### src/rtl/countdown_driver_pkg.sv
// countdown_driver_pkg: shared types and constants for the countdown driver.
//   state_t        : driver FSM state, 2-bit encoding
//   DEFAULT_*      : default counter and prescaler widths
//   done_latency() : cycles from command handshake to the done pulse
package countdown_driver_pkg;

  localparam int DEFAULT_WIDTH      = 4;
  localparam int DEFAULT_PRESCALE_W = 4;

  typedef enum logic [1:0] {
    ST_IDLE = 2'd0,
    ST_LOAD = 2'd1,
    ST_RUN  = 2'd2,
    ST_DONE = 2'd3
  } state_t;

  // Handshake at cycle 0, one LOAD cycle, count*(period+1) RUN cycles issuing
  // dec, one RUN cycle observing zero, then the DONE cycle.
  function automatic int unsigned done_latency(input int unsigned count,
                                               input int unsigned period);
    return count * (period + 1) + 3;
  endfunction

endpackage

### src/rtl/countdown_driver_dec_prescaler.sv
// dec_prescaler: strobe-rate generator. Counts enabled cycles and raises hit
// when the count equals period; the count restarts from 0 after a hit.
//   clock, reset_n : clock, async active-low reset
//   clear          : synchronous restart of the count (wins over enable)
//   enable         : advance the count this cycle
//   period         : idle cycles between hits (0 = hit every enabled cycle)
//   hit            : combinational, count == period
module dec_prescaler
  import countdown_driver_pkg::*;
#(
  parameter int PRESCALE_W = DEFAULT_PRESCALE_W
) (
  input  logic                  clock,
  input  logic                  reset_n,
  input  logic                  clear,
  input  logic                  enable,
  input  logic [PRESCALE_W-1:0] period,
  output logic                  hit
);

  logic [PRESCALE_W-1:0] cnt_q;

  assign hit = (cnt_q == period);

  // The count never exceeds period, so it cannot wrap.
  always_ff @(posedge clock or negedge reset_n) begin
    if (!reset_n) begin
      cnt_q <= '0;
    end else if (clear) begin
      cnt_q <= '0;
    end else if (enable) begin
      if (hit) cnt_q <= '0;
      else     cnt_q <= cnt_q + 1'b1;
    end
  end

endmodule

### src/rtl/countdown_driver.sv
// countdown_driver: initiator for a latch/dec/zero countdown counter.
// Accepts a timed-wait command (count, period) on a valid/ready handshake,
// loads the counter, issues dec at the prescaled rate until zero, then pulses
// done for one cycle. cmd_abort in LOAD/RUN returns to IDLE silently.
//   clock, reset_n          : clock, async active-low reset
//   cmd_valid/cmd_ready     : command handshake (ready only in IDLE)
//   cmd_count, cmd_period   : count to load, idle cycles between decs
//   cmd_abort               : cancel the active command
//   latch, in, dec          : counter load strobe, load value, decrement strobe
//   zero                    : counter == 0
//   busy, done, err         : not idle, completion pulse, sticky check error
// Optional: define COUNTDOWN_DRIVER_CHECK_EN to build a shadow counter that
// flags a disagreement with the counter's zero flag on err. Otherwise err = 0.
//
// state | meaning
// IDLE  | waiting for a command, cmd_ready=1
// LOAD  | one cycle, latch=1 with the captured count
// RUN   | prescaled dec pulses until zero is seen
// DONE  | one-cycle done pulse
module countdown_driver
  import countdown_driver_pkg::*;
#(
  parameter int WIDTH      = DEFAULT_WIDTH,
  parameter int PRESCALE_W = DEFAULT_PRESCALE_W
) (
  input  logic                  clock,
  input  logic                  reset_n,
  input  logic                  cmd_valid,
  output logic                  cmd_ready,
  input  logic [WIDTH-1:0]      cmd_count,
  input  logic [PRESCALE_W-1:0] cmd_period,
  input  logic                  cmd_abort,
  output logic                  latch,
  output logic [WIDTH-1:0]      in,
  output logic                  dec,
  input  logic                  zero,
  output logic                  busy,
  output logic                  done,
  output logic                  err
);

  state_t                state_q, state_d;
  logic [WIDTH-1:0]      count_q;
  logic [PRESCALE_W-1:0] period_q;
  logic                  accept;
  logic                  ps_clear;
  logic                  ps_en;
  logic                  ps_hit;

  dec_prescaler #(
    .PRESCALE_W (PRESCALE_W)
  ) u_prescaler (
    .clock   (clock),
    .reset_n (reset_n),
    .clear   (ps_clear),
    .enable  (ps_en),
    .period  (period_q),
    .hit     (ps_hit)
  );

  always_ff @(posedge clock or negedge reset_n) begin
    if (!reset_n) begin
      state_q  <= ST_IDLE;
      count_q  <= '0;
      period_q <= '0;
    end else begin
      state_q <= state_d;
      if (accept) begin
        count_q  <= cmd_count;
        period_q <= cmd_period;
      end
    end
  end

  always_comb begin
    state_d   = state_q;
    cmd_ready = 1'b0;
    accept    = 1'b0;
    latch     = 1'b0;
    dec       = 1'b0;
    done      = 1'b0;
    ps_clear  = 1'b0;
    ps_en     = 1'b0;
    case (state_q)
      ST_IDLE: begin
        cmd_ready = 1'b1;
        ps_clear  = 1'b1;
        if (cmd_valid) begin
          accept  = 1'b1;
          state_d = ST_LOAD;
        end
      end
      ST_LOAD: begin
        if (cmd_abort) begin
          state_d = ST_IDLE;
        end else begin
          latch    = 1'b1;
          ps_clear = 1'b1;
          state_d  = ST_RUN;
        end
      end
      ST_RUN: begin
        if (cmd_abort) begin
          state_d = ST_IDLE;
        end else if (zero) begin
          state_d = ST_DONE;
        end else begin
          ps_en = 1'b1;
          dec   = ps_hit;
        end
      end
      ST_DONE: begin
        done    = 1'b1;
        state_d = ST_IDLE;
      end
      default: state_d = ST_IDLE;
    endcase
  end

  assign in   = count_q;
  assign busy = (state_q != ST_IDLE);

`ifdef COUNTDOWN_DRIVER_CHECK_EN
  logic [WIDTH-1:0] shadow_q;
  logic             err_q;

  // Shadow tracks what the counter should hold; it follows only the strobes
  // actually issued, so an aborted LOAD leaves it untouched.
  always_ff @(posedge clock or negedge reset_n) begin
    if (!reset_n) begin
      shadow_q <= '0;
      err_q    <= 1'b0;
    end else begin
      if (latch)    shadow_q <= count_q;
      else if (dec) shadow_q <= shadow_q - 1'b1;
      if (accept) begin
        err_q <= 1'b0;
      end else if ((state_q == ST_RUN) && ((shadow_q == '0) != zero)) begin
        err_q <= 1'b1;
      end
    end
  end

  assign err = err_q;
`else
  assign err = 1'b0;
`endif

endmodule

### config.mk
export PLATFORM = sky130hd
export DESIGN_NAME = countdown_driver
export DESIGN_NICKNAME = d
export VERILOG_FILES = /design/src/rtl/countdown_driver_pkg.sv /design/src/rtl/countdown_driver_dec_prescaler.sv /design/src/rtl/countdown_driver.sv
export SDC_FILE = /design/constraint.sdc
export NUM_CORES = 1
export LEC_CHECK = 0
export ABC_AREA = 1
export BUFFER_PORTS_ARGS = -buffer_cell sky130_fd_sc_hd__buf_2
export CAP_MARGIN = 20
export CORE_MARGIN = 2
export CORE_UTILIZATION = 30
export CTS_BUF_LIST = sky130_fd_sc_hd__clkbuf_8 sky130_fd_sc_hd__clkbuf_16
export CTS_CLUSTER_SIZE = 20
export DETAILED_ROUTE_END_ITERATION = 10
export GPL_TIMING_DRIVEN = 1
export PLACE_DENSITY = 0.49
export SYNTH_ARGS = -nofsm -noshare
export SYNTH_HDL_FRONTEND = slang
export SYNTH_SLANG_ARGS = --single-unit
### constraint.sdc
create_clock -name clock -period 2.2 [get_ports clock]
set_input_delay 0.44 -clock clock [delete_from_list [all_inputs] [get_ports clock]]
set_output_delay 0.44 -clock clock [all_outputs]
set_load 0.005 [all_outputs]
==> out/qor.csv <==
metric;value;unit
worstSetupPathType;register to primary output;
rsz0062_at_grt;no;
slew_viol_final;0;
antenna_left;0;
rows;18;
io_pins;23;
antenna_cells;0;
wl_per_cell;9.99;um
cts_setup_buffers;0;
critPathMostFrequentCell;nand2_1;
path_cells;inv_1 -> nand2_1 -> nand2_1 -> nor2_1 -> nand2_1 -> nor2_1 -> buf_2;
crit_arrival;1.31;ns
clock_sinks;14;
cts.path.max_buffers;2;
die_x;53.7;um
critical-path-top-delay-family;flip-flops;
cts_made_buffers;3;
io_buffers;21;
hold_viol;0;
nNetsFinal;128;
antenna_found_initial;0;
fp.coreArea;2410;um^2
cp_slowest_cell;dfrtp_1;
yosysWarnings;0;
crit_fanout;6;
root_buffer;clkbuf_8;
vias;618;
grt_pass1_vias;583;
syn_area;741;um^2
drv_cap;0;
power.density;1170;nW/um^2
hpwlAfterDp;1090;um
setup_ws;0.447;ns
outcome;completed;
cts-htree-levels;1;
layout-area-overhead-vs-synth;24.2;%
place_ws;0.694;ns
clk_pin_slew;0.06;ns
gp_congestion;0.793;
finalInstanceArea;920;um^2
critPathBufInv;2;
ys_ff_latch;14;
vias_per_cell;4.32;
drive_above_1_share;0.301;
synth_fp_nets;104;
critPathCaptureType;primary output;
postRouteWirelength;1430;um
yosysTopAreaCellShare;0.473;
hold_path.class;primary input to asynchronous set/reset pin;
cp_slowest_stage_delay;0.46;ns
syn_area_per_cell;8.23;um^2
drc;0;
synthCells;90;
final.setup.tns;0;ns
period_needed;1.75;ns
max_freq;570;MHz
dr.first_iter.drc_count;5;
synth.area.top_cells;dfrtp_1, nand2_1, inv_1, nor2_1, mux2_4;
yosysTopAreaCell;dfrtp_1;
multi_input_area;315;um^2
cts_tree;built;
synth-seq-area-share;0.473;
track_usage;0.120;
fillerInstances;266;
grt_first_pass_wirelength;2480;um
setup_viol;0;
p_total;0.00108;W
cts_resized;0;
ir_worst_vdd;0.000473;V
place_area;865;um^2
die_y;53.7;um
cts_hold_buf;0;
start_util;0.307;
regArea;350;um^2
synth.distinct_cells;21;
clock-skew-final;0.00157;ns
drtPass1Iterations;4;
insertion_delay;0.24;ns
fin_crit_sh;0.797;
grt_max_degree;15;
crit_required;1.76;ns
grt-ovfl-total;0;
start_kind;register;
p_leak;0.521;nW
fin_worst_hold_slack;0.0874;ns
die_area;2880;um^2
[final timing paths]
kind                                             startpoint                               end  depth (start not counted)  slack (ns)
setup / recovery           u_prescaler.cnt_q[2]$_DFFE_PN0P_                               dec                          7        0.45
hold / removal                                      reset_n  u_prescaler.cnt_q[2]$_DFFE_PN0P_                          1        0.09
setup reg to reg                     state_q[0]$_DFFE_PN0P_                 in[1]$_DFFE_PN0P_                          3        0.95
hold reg to reg                           in[3]$_DFFE_PN0P_                 in[3]$_DFFE_PN0P_                          1        0.50
max in group asynchronous                           reset_n                 in[1]$_DFFE_PN0P_                          1        1.87
min in group clock                             cmd_count[1]                 in[1]$_DFFE_PN0P_                          2        0.43
[cell families (layout without fill, tap and decap cells)]
family	Yosys count	in the layout	share of synthesized area
xor gates and xnor gates	1	1	0.0118
other	1	1	0.00506
DFF	14	14	0.473
and+or+nand+nor	44	44	0.258
muxes	4	4	0.0709
buffers and inverters	17	40	0.101
adders and majority gates	1	1	0.0169
AOI/OAI and AO/OA	8	8	0.0625
[Yosys cell counts (all sizes together)]
cell type and number:
a21oi 4, xor2 1, nor3 2, o21ai 3, ha 1, nand2 26
dfrtp 14, mux2 4, conb 1, nor2 11, inv 15, buf 2
nand4 4, nand3 1, a211oi 1
[through the flow]
step | instances | util
after global placement | 139 | 0.359
after floorplan | 90 | -
final | 143 | 0.382
after global routing | 143 | 0.382
after detailed placement | 139 | 0.359
after CTS | 143 | 0.382
[sequential cells by signal (all words and copies together), names as in the netlist]
name and cells:
period_q 4, u_prescaler.cnt_q 4, in 4, state_q 2
[cell usage in the layout (no fill, tap or decap), drive strengths merged, types with 2 or more instances in the layout]
master / count
nor3: 2
inv: 15
clkbuf: 4
mux2: 4
nor2: 11
o21ai: 3
nand4: 4
a21oi: 4
dfrtp: 14
nand2: 26
buf: 21
[report_power, final]
group	leakage (nW)	internal, W	total, W	switching (W)
logic	0.321	0.000185	0.000394	0.000209
registers	0.171	0.000355	0.000435	0.0000800
clock network	0.0288	0.000158	0.000246	0.0000882
[final cells by class]
class	count	area share
Multi-Input combinational cell	59	0.343
Inverter	15	0.0612
Tap cell	30	0.0408
Timing Repair Buffer	21	0.114
Clock buffer	4	0.0599
Sequential cell	14	0.381
[per-layer routing]
layer  track usage  routed length [um]  up-vias
li1              -                   -      325
met1         0.159                 689      282
met2         0.189                 691        9
met3        0.0250                  35        2
met4        0.0513                  11        0
met5             0                   0        -
Note: power is estimated with default switching activity, not from simulation.
